`src/rtl/debounce_pulse.sv`:
```
// debounce_pulse
// Conditions a raw active-low push-button into a debounced "pressed" level
// and a one-cycle pulse for each accepted press. When repeat_en is high and
// the button stays held, the block also emits auto-repeat pulses. The pulse
// output drives the enable input of the downstream modulo counter.
module debounce_pulse #(
    parameter int DEBOUNCE_CYCLES = 50000,
    parameter int HOLD_CYCLES     = 25000000,
    parameter int REPEAT_CYCLES   = 5000000
) (
    input  logic clock,
    input  logic reset_n,
    input  logic btn_n,
    input  logic repeat_en,
    output logic level,
    output logic pulse
);

    // One counter is shared by every timed state. It only has to reach the
    // largest limit minus one, and each limit compare clears it, so it
    // cannot wrap.
    localparam int MAX_DH  = (DEBOUNCE_CYCLES > HOLD_CYCLES) ? DEBOUNCE_CYCLES : HOLD_CYCLES;
    localparam int MAX_CYC = (MAX_DH > REPEAT_CYCLES) ? MAX_DH : REPEAT_CYCLES;
    localparam int CW      = $clog2(MAX_CYC);

    localparam logic [CW-1:0] DEB_LAST  = CW'(DEBOUNCE_CYCLES - 1);
    localparam logic [CW-1:0] HOLD_LAST = CW'(HOLD_CYCLES - 1);
    localparam logic [CW-1:0] REP_LAST  = CW'(REPEAT_CYCLES - 1);
    localparam logic [CW-1:0] CNT_ZERO  = {CW{1'b0}};
    localparam logic [CW-1:0] CNT_ONE   = CW'(1);

    localparam logic [2:0] ST_IDLE        = 3'd0;
    localparam logic [2:0] ST_DEB_PRESS   = 3'd1;
    localparam logic [2:0] ST_PRESSED     = 3'd2;
    localparam logic [2:0] ST_REPEAT      = 3'd3;
    localparam logic [2:0] ST_DEB_RELEASE = 3'd4;

    logic          sync1_q, sync1_d;
    logic          sync2_q, sync2_d;
    logic [2:0]    state_q, state_d;
    logic [CW-1:0] cnt_q,   cnt_d;
    logic          level_q, level_d;
    logic          pulse_q, pulse_d;
    logic          btn_s;

    // Pressed is 1 after the synchroniser.
    assign btn_s = ~sync2_q;

    // Two-stage synchroniser on the asynchronous button, with nothing between the stages.
    always_comb begin
        sync1_d = btn_n;
        sync2_d = sync1_q;
    end

    // Next-state logic for the debounce, hold and repeat sequencing.
    always_comb begin
        state_d = state_q;
        cnt_d   = cnt_q;
        level_d = level_q;
        pulse_d = 1'b0;
        case (state_q)
            ST_IDLE: begin
                if (btn_s) begin
                    state_d = ST_DEB_PRESS;
                    cnt_d   = CNT_ZERO;
                end else begin
                    state_d = ST_IDLE;
                    cnt_d   = CNT_ZERO;
                end
            end
            ST_DEB_PRESS: begin
                if (!btn_s) begin
                    // A bounce: give up quietly and wait for the next edge.
                    state_d = ST_IDLE;
                    cnt_d   = CNT_ZERO;
                end else if (cnt_q == DEB_LAST) begin
                    state_d = ST_PRESSED;
                    cnt_d   = CNT_ZERO;
                    level_d = 1'b1;
                    pulse_d = 1'b1;
                end else begin
                    cnt_d = cnt_q + CNT_ONE;
                end
            end
            ST_PRESSED: begin
                if (!btn_s) begin
                    state_d = ST_DEB_RELEASE;
                    cnt_d   = CNT_ZERO;
                end else if (!repeat_en) begin
                    // With repeat disabled, keep the hold timer at zero.
                    cnt_d = CNT_ZERO;
                end else if (cnt_q == HOLD_LAST) begin
                    state_d = ST_REPEAT;
                    cnt_d   = CNT_ZERO;
                    pulse_d = 1'b1;
                end else begin
                    cnt_d = cnt_q + CNT_ONE;
                end
            end
            ST_REPEAT: begin
                if (!btn_s) begin
                    state_d = ST_DEB_RELEASE;
                    cnt_d   = CNT_ZERO;
                end else if (!repeat_en) begin
                    state_d = ST_PRESSED;
                    cnt_d   = CNT_ZERO;
                end else if (cnt_q == REP_LAST) begin
                    cnt_d   = CNT_ZERO;
                    pulse_d = 1'b1;
                end else begin
                    cnt_d = cnt_q + CNT_ONE;
                end
            end
            ST_DEB_RELEASE: begin
                if (btn_s) begin
                    // A release bounce: the button is still held, and the
                    // hold timing starts again from zero.
                    state_d = ST_PRESSED;
                    cnt_d   = CNT_ZERO;
                end else if (cnt_q == DEB_LAST) begin
                    state_d = ST_IDLE;
                    cnt_d   = CNT_ZERO;
                    level_d = 1'b0;
                end else begin
                    cnt_d = cnt_q + CNT_ONE;
                end
            end
            default: begin
                // An unreachable encoding goes back to a known released state.
                state_d = ST_IDLE;
                cnt_d   = CNT_ZERO;
                level_d = 1'b0;
            end
        endcase
    end

    // State, counter, synchroniser and output registers, with asynchronous reset.
    always_ff @(posedge clock or negedge reset_n) begin
        if (!reset_n) begin
            sync1_q <= 1'b1;
            sync2_q <= 1'b1;
            state_q <= ST_IDLE;
            cnt_q   <= CNT_ZERO;
            level_q <= 1'b0;
            pulse_q <= 1'b0;
        end else begin
            sync1_q <= sync1_d;
            sync2_q <= sync2_d;
            state_q <= state_d;
            cnt_q   <= cnt_d;
            level_q <= level_d;
            pulse_q <= pulse_d;
        end
    end

    assign level = level_q;
    assign pulse = pulse_q;

endmodule

```
`config.mk`:
```
export PLATFORM = sky130hd
export DESIGN_NAME = debounce_pulse
export DESIGN_NICKNAME = d
export VERILOG_FILES = /design/src/rtl/debounce_pulse.sv
export SDC_FILE = /design/constraint.sdc
export NUM_CORES = 1
export LEC_CHECK = 0
export CORE_MARGIN = 2
export CORE_UTILIZATION = 59
export CTS_BUF_LIST = sky130_fd_sc_hd__clkbuf_16
export DETAILED_ROUTE_END_ITERATION = 8
export PLACE_DENSITY = 0.77
export SYNTH_ARGS = -nofsm -noshare
export SYNTH_HDL_FRONTEND = slang
export SYNTH_SLANG_ARGS = --single-unit
```
`constraint.sdc`:
```
create_clock -name clock -period 2.9 [get_ports clock]
set_input_delay 0.29 -clock clock [delete_from_list [all_inputs] [get_ports clock]]
set_output_delay 0.29 -clock clock [all_outputs]
set_load 0.01 [all_outputs]
```
==> results.ini, run 1 <==
[logic_synthesis]
synthTopCellsByArea = dfrtp_1 45%, xor2_1 9.5%, nor2_1 6.8%, nand3_1 4.5%, dfstp_2 3.2%
synthFlopType = dfrtp_1
synth-seq-area-share_pct = 48.5
syn_avg_cell_area_um2 = 9.68
async_flop_share_pct = 100
synthCells = 171
yosysTopAreaCell = dfrtp_1
syn-num-nets = 176
yosysUniqueCellTypes = 35
synth_enable_flop_cells = 0
synth_top_area_share_pct = 45.4
synth_area_um2 = 1660
ys.warnings.count = 0
synth-seq-cells = 32

[placement]
place_area_um2 = 1730
place_congestion = 0.813
portBuffers = 5
dp_hpwl_um = 2270

[cells_and_area]
drive_gt1_share_pct = 8.79
final_area_um2 = 1870
nets = 186
antennaDiodeCount = 0
syn_to_final_growth_pct = 13.1

[setup_path]
critPathKind = flip-flop to flip-flop
crit_path_max_fanout = 25
crit_slowest_cell = nor4_1
cp-end-kind = flip-flop
max_stage_delay_ns = 0.72
crit_path_start_kind = flip-flop
critPathArrivalTime_ns = 2.55
required_ns = 3.05
worstPathCellList = ha_1 > and3_1 > nand3_1 > nor4_1 > o311a_4 > nor2_1

[pwr]
p_sw_share_pct = 21.5
pwr-share-seq_pct = 46.5
p_switching_mw = 0.212
p_clk_share_pct = 49.8
intPower_mw = 0.777
p_leak_nw = 0.771
power.density_nw_per_um2 = 528
ir_worst_vdd_mv = 0.755
comb_power_share_pct = 3.7

[clock_tree]
cts_buffers = 5
clkTransAtPathRegs_ns = 0.05
postCtsResizedCells = 0
htree_levels = 2
clkSinkCount = 32
cts_tree = built
clk_path_buf_depth = 2
post_cts_buffers = 0
cts-root-buf = clkbuf_16
postCtsHoldBufs = 0
clk_latency_ns = 0.28

[run]
cap_violations = 0

[sta]
fin_crit_ns = 2.39
max_freq_mhz = 418
rsz0062_at_grt = false
max_slew_margin_pct = 39.6
fin_crit_sh_pct = 82.5
worst-slew-pin-transition_ns = 0.899
final_max_slew_viol_count = 0
setup_viol = 0
timing.setup.tns_ns = 0
hold_violations = 0
hold_slack_ns = 0.358
skew_ns = 0.00278

[die]
placementRows = 19
core_region_area_um2 = 2710
io-pin-count = 6
die_h_um = 57.0
start_util_pct = 61.1
die_w_um = 57.0
dieArea_um2 = 3250

[outcome]
run_status = complete, no violations

[global_route]
grt_use_total_pct = 24.7
grt_pass1_vias = 1303
grt_max_degree = 26
antenna_found_initial = 0
grt_first_pass_wirelength_um = 6130
grt_overflow_total = 0

[drt]
viasPerCell = 6.15
post_drt_wl_per_cell_um = 16.6
drc_errors = 0
dr.pass1.iters = 5
drt-initial-drc-count = 75
ant_nets = 0
vias = 1310
drt-total-wl_um = 3530

[worst_hold_path]
hold_class = flip-flop to flip-flop

[layout by cell type (no fill, tap or decap), types with 2 or more instances in the layout]
cell	count
a21oi_1	4
and4_1	4
and2_1	2
nor4_1	5
nor3_1	3
nand2_1	14
inv_1	4
buf_4	3
clkdlybuf4s50_1	5
dfrtp_1	30
xor2_1	18
clkbuf_16	5
or3b_2	2
nor2_1	30
xnor2_1	5
nand3_1	15
dfstp_2	2
nor4bb_1	3
and3_1	5
nand4_1	6
[area by class of cell]
| cell class | instances | area [µm²] |
|---|---|---|
| flip-flops and latches | 32 | 803 |
| well taps | 31 | 38.8 |
| multi-input cells | 131 | 806 |
| clock buffers | 5 | 125 |
| repair buffers | 8 | 72.6 |
| inverters | 3 | 11.3 |
| clock inverters | 3 | 15.0 |
| fillers | 225 | 838 |
[through the flow]
step	std cells	worst slack, ns	power (mW)	utilization, %
after floorplan	171	0.815	0.488	-
after global placement	205	0.729	0.502	63.9
after detailed placement	205	0.651	0.503	63.9
after CTS	213	0.599	0.998	69.1
after global routing	213	0.392	1.02	69.1
final	213	0.506	0.989	69.1
[power by group through the flow]
stage	Sequential, mW	Combinational (mW)	Clock [mW]
after floorplan	0.463	0.0253	0
after global placement	0.467	0.0351	0
after detailed placement	0.467	0.0362	0
after CTS	0.460	0.0363	0.501
after global routing	0.461	0.0404	0.524
final	0.460	0.0361	0.493
[registers in the layout, indices dropped and copies added (netlist names)]
register / count
cnt_q: 25
level: 1
pulse: 1
state_q: 3
sync1_q: 1
sync2_q: 1
[worst max-delay path, delay by kind of cell (launching register included)]
family          cells  cell delay, ns
simple gates        4            1.22
compound gates      1            0.44
flops               1            0.38
fa+ha+maj           1            0.22
[Yosys cell counts (2+ instances only)]
cell type  count
a21oi_1        4
and2_1         2
and3_1         5
and4_1         4
buf_6          2
clkbuf_1       2
dfrtp_1       30
dfstp_2        2
inv_1          3
nand2_1       14
nand3_1       15
nand4_1        6
nor2_1        30
nor3_1         3
nor4_1         5
nor4bb_1       3
or3b_2         2
xnor2_1        5
xor2_1        18
[kinds of logic after synthesis]
kind of cell | Yosys count | share of synthesized area [%]
AND/OR/NAND/NOR | 95 | 30.0
adder cells (fa/ha/maj) | 1 | 0.756
AO/OA/AOI/OAI | 12 | 5.75
flip-flops | 32 | 48.5
buffers and inverters | 8 | 2.80
XOR/XNOR | 23 | 12.2
[worst paths after layout]
path	startpoint	to	slack, ns	depth (start not counted)
setup / recovery	cnt_q[0]	cnt_q[10]	0.51	6
hold / removal	sync1_q	sync2_q	0.36	0
setup reg to reg	cnt_q[0]	cnt_q[10]	0.51	6
hold reg to reg	sync1_q	sync2_q	0.36	0
max in group asynchronous	reset_n	sync2_q	1.70	2
min in group asynchronous	reset_n	cnt_q[2]	0.44	1
[metal layers]
| layer | track usage [%] | vias to the layer above | routed length, µm |
|---|---|---|---|
| li1 | - | 623 | - |
| met2 | 37.8 | 36 | 1770 |
| met3 | 7.26 | 5 | 154 |
| met5 | 0 | - | 0 |
| met4 | 11.0 | 0 | 53 |
| met1 | 32.9 | 646 | 1550 |
Note: power is estimated with default switching activity, not from simulation.
==> run 2: changes to the inputs <==
- clock period: 2.9 -> 2.3 ns (I/O delays scaled with it)
==> run 2 against run 1 <==
Net effect:
- first-iteration DRC count up 47%
- register-to-register slack worse by 0.41 ns
- sequential share of layout area down 2.0 points
- final area up 4.9%
- critical endpoint is now cnt_q[23]
- largest cell class unchanged
==> results.ini, run 2 (same netlist as run 1, synthesis figures left out) <==
[sta]
fin_crit_sh_pct = 95.6
worst-slew-pin-transition_ns = 0.463
finalWorstSetupSlack_ns = 0.101
rsz0062_at_grt = false
max_slew_margin_pct = 69.0
setup_viol = 0
timing.setup.tns_ns = 0
hold_violations = 0
max_freq_mhz = 455
hold_slack_ns = 0.278
fin_crit_ns = 2.20
skew_ns = 0.00336
final_max_slew_viol_count = 0

[run]
cap_violations = 0

[drt]
post_drt_wl_per_cell_um = 16.3
drt-total-wl_um = 3580
dr.pass1.iters = 4
viasPerCell = 6.19
drt-initial-drc-count = 110
vias = 1361
ant_nets = 0
drc_errors = 0

[setup_path]
reg2reg_from = cnt_q[18]
cp-end-kind = flip-flop
critPathArrivalTime_ns = 2.36
crit_start = cnt_q[18]
rr_worst_depth = 5
critPathKind = flip-flop to flip-flop
crit_path_max_fanout = 12
required_ns = 2.46
reg2reg_setup_slack_ns = 0.10
crit_path_start_kind = flip-flop
reg2reg_to = cnt_q[23]

[pwr]
p_leak_nw = 0.811
power.density_nw_per_um2 = 633
ir_worst_vdd_mv = 0.703

[die]
die_w_um = 57.0
dieArea_um2 = 3250
io-pin-count = 6
placementRows = 19
start_util_pct = 61.1
core_region_area_um2 = 2710
die_h_um = 57.0

[clock_tree]
cts_tree = built
htree_levels = 2
cts_buffers = 5
cts-root-buf = clkbuf_16
clk_path_buf_depth = 2
clkSinkCount = 32
post_cts_buffers = 0
clkTransAtPathRegs_ns = 0.05
postCtsHoldBufs = 0
clk_latency_ns = 0.27

[placement]
dp_hpwl_um = 2260
place_congestion = 0.869
preCtsSetupSlack_ns = 0.0790
portBuffers = 5

[cells_and_area]
drive_gt1_share_pct = 12.2
regArea_um2 = 803
multi_input_area_um2 = 865
syn_to_final_growth_pct = 18.7
largest_reg_flops = 25
regMostFlops = cnt_q
nets = 193
largestRegisters = cnt_q x25, state_q x3
antennaDiodeCount = 0
fillers = 204
final_cell_mix = 30 x nor2_1, 30 x dfrtp_1, 18 x xor2_1

[global_route]
grt_max_degree = 26
grt_use_total_pct = 23.1
antenna_found_initial = 0
grt_overflow_total = 0
grt_first_pass_wirelength_um = 5640
grt_pass1_vias = 1269

[outcome]
run_status = complete, no violations

[worst_hold_path]
hold_class = primary input to async pin

==> run 2: cell count changes in the layout (fill, tap and decap cells not counted), sizes merged <==
cell,before,now
o311a,1,3
clkinvlp,1,0
buf,3,8
clkinv,1,2
==> run 2: final cells by class <==
cell class                 count  share of cell area (%)
multi-input combinational    133                    44.0
inverter                       3                   0.573
clock inverter                 3                   0.573
tap                           31                    1.97
sequential                    32                    40.9
timing repair buffer          13                    5.61
clock buffer                   5                    6.37
==> run 2: worst max-delay path by stage <==
stage,slack [ns],to
CTS,0.06,cnt_q[21]
floorplan,0.22,cnt_q[22]
detailed placement,0.08,cnt_q[10]
global route,0.03,cnt_q[20]
global placement,0.12,cnt_q[13]
finish,0.10,cnt_q[23]
==> run 2: worst max-delay path, stage by stage (launching register included) <==
cell and delay [ns]:
dfrtp_1 0.42, or4_1 0.53, or4_4 0.52, o21ai_4 0.21
o311a_4 0.33, nor2_1 0.07
==> run 2: metal layers <==
| metal | vias to the layer above | share of wire, % | wire [µm] | GRT usage [%] |
|---|---|---|---|---|
| li1 | 645 | - | - | - |
| met1 | 664 | 42 | 1490 | 27.9 |
| met2 | 43 | 50 | 1800 | 38.4 |
| met3 | 9 | 6.0 | 214 | 7.03 |
| met4 | 0 | 2.1 | 75 | 9.97 |
| met5 | - | 0 | 0 | 0 |
==> run 2: per-stage QoR <==
stage	total power [mW]	cells	cell area (µm²)	util (%)
2_1_floorplan	0.616	171	1660	-
3_3_place_gp	0.633	210	1770	65.3
3_5_place_dp	0.633	210	1770	65.3
4_1_cts	1.24	218	1910	70.3
5_1_grt	1.29	220	1960	72.5
6_report	1.24	220	1960	72.5
==> run 2: timing repair <==
item,in CTS,in global routing
endpoints found under the hold margin,0,0
endpoints found under the setup margin,0,25
gates resized for setup,0,4
==> run 2: power by group <==
group	switching [mW]	total, mW	internal, mW
clock network	0.219	0.607	0.388
logic	0.0329	0.0536	0.0207
registers	0.0110	0.582	0.571
==> run 3: changes to the inputs <==
- CORE_ASPECT_RATIO: unset -> 1.5
==> run 3 against run 2 <==
Net effect:
- non-clock buffer count is the same
- via count rose by 1.8%
- sequential power about the same
- count of clock-buffer cells in the layout unchanged
- largest power group unchanged
==> results.ini, run 3 (same netlist as run 1, synthesis figures left out) <==
[outcome]
run_status = complete, no violations

[die]
dieArea_um2 = 3250
core_region_area_um2 = 2680
start_util_pct = 61.9
io-pin-count = 6
die_h_um = 68.9
placementRows = 23
die_w_um = 47.3

[setup_path]
required_ns = 2.45
max_stage_delay_ns = 0.53
worstPathCellList = or4_1 > or4_4 > o21ai_4 > o311a_4 > nor2_1
critPathKind = flip-flop to flip-flop
crit_path_max_fanout = 12
crit_path_start_kind = flip-flop
cp-end-kind = flip-flop
critPathArrivalTime_ns = 2.37
crit_slowest_cell = or4_1

[clock_tree]
clk_latency_ns = 0.27
clk_path_buf_depth = 2
cts_tree = built
postCtsHoldBufs = 0
clkSinkCount = 32
cts_buffers = 5
clkTransAtPathRegs_ns = 0.05
cts-root-buf = clkbuf_16
htree_levels = 2
post_cts_buffers = 0

[global_route]
grt_use_total_pct = 26.3
grt_max_degree = 33
grt_first_pass_wirelength_um = 5920
grt_overflow_total = 0
grt_pass1_vias = 1395
grtUsageMet1_pct = 27.8
antenna_found_initial = 0
top_usage_layer = met2
met3_usage_pct = 7.55
met2_usage_pct = 45.4

[cells_and_area]
drive_gt1_share_pct = 13.8
regArea_um2 = 803
final_cell_mix = 30 x dfrtp_1, 29 x nor2_1, 18 x xor2_1
multi_input_area_um2 = 877
regMostFlops = cnt_q
fillers = 201
syn_to_final_growth_pct = 20.0
largest_reg_flops = 25
antennaDiodeCount = 0
largestRegisters = cnt_q x25, state_q x3
final_area_um2 = 1990
final_common_cell = dfrtp_1
nets = 193

[drt]
drc_errors = 0
drt-initial-drc-count = 30
dr.pass1.iters = 4
viasPerCell = 6.13
ant_nets = 0
drt-total-wl_um = 3740
post_drt_wl_per_cell_um = 16.5
vias = 1386

[sta]
fin_crit_sh_pct = 96.6
max_slew_margin_pct = 73.1
hold_slack_ns = 0.350
skew_ns = 0.00404
fin_crit_ns = 2.22
max_freq_mhz = 450
worst-slew-pin-transition_ns = 0.403
setup_viol = 0
final_max_slew_viol_count = 0
hold_violations = 0

[pwr]
comb_power_share_pct = 4.4
p_total_mw = 1.24
p_switching_mw = 0.258
power.density_nw_per_um2 = 625
p_sw_share_pct = 20.7
pwr-share-seq_pct = 46.9
p_leak_nw = 0.815
ir_worst_vdd_mv = 0.664
p_clk_share_pct = 48.7
intPower_mw = 0.985

[placement]
place_congestion = 0.810
portBuffers = 5
place_area_um2 = 1780
dp_hpwl_um = 2310

[worst_hold_path]
hold_class = primary input to async pin

[run]
cap_violations = 0

[run 3: layout make-up]
cell class	count	area share (%)
clock buffers	5	6.30
clock inverters	3	0.693
inverters	3	0.567
multi-input cells	133	44.1
flip-flops and latches	32	40.4
well taps	37	2.33
repair buffers	13	5.54
[run 3: critical path, delay by kind of cell, from the launching register on]
kind / cells / cell delay [ns]
AOI/OAI and AO/OA: 2 / 0.55
and+or+nand+nor: 3 / 1.13
DFF: 1 / 0.42
[run 3: worst paths after layout]
path | slack, ns | depth (start not counted) | start | endpoint
setup reg to reg | 0.08 | 5 | cnt_q[18] | cnt_q[15]
max in group asynchronous | 1.63 | 2 | reset_n | sync2_q
setup / recovery | 0.08 | 5 | cnt_q[18] | cnt_q[15]
hold / removal | 0.35 | 2 | reset_n | cnt_q[6]
min in group clock | 0.36 | 0 | sync1_q | sync2_q
hold reg to reg | 0.36 | 0 | sync1_q | sync2_q
[run 3: repair_timing]
item / 4_1_cts / 5_1_grt
gates resized for setup: 0 / 6
endpoints found under the setup margin: 0 / 26
hold endpoints to repair: 0 / 0
[run 3: routing by layer]
layer	wire length [µm]	share of wire [%]	up-vias
li1	-	-	646
met1	1500	40	689
met2	1970	53	45
met3	183	4.9	6
met4	80	2.1	0
met5	0	0	-
[run 3: through the flow]
stage / util (%) / cells / setup WS (ns) / setup TNS (ns)
after floorplan: - / 171 / 0.215 / 0
after global routing: 74.2 / 226 / -0.00227 / -0.00551
after global placement: 66.4 / 216 / 0.133 / 0
after detailed placement: 66.4 / 216 / 0.0661 / 0
after CTS: 71.6 / 224 / 0.0431 / 0
final: 74.2 / 226 / 0.0793 / 0
[run 3: power by group through the flow]
| stage | clock network (mW) | registers [mW] | logic (mW) |
|---|---|---|---|
| floorplan | 0 | 0.584 | 0.0319 |
| global placement | 0 | 0.589 | 0.0434 |
| detailed placement | 0 | 0.589 | 0.0450 |
| CTS | 0.627 | 0.580 | 0.0455 |
| global route | 0.658 | 0.583 | 0.0618 |
| finish | 0.604 | 0.582 | 0.0552 |
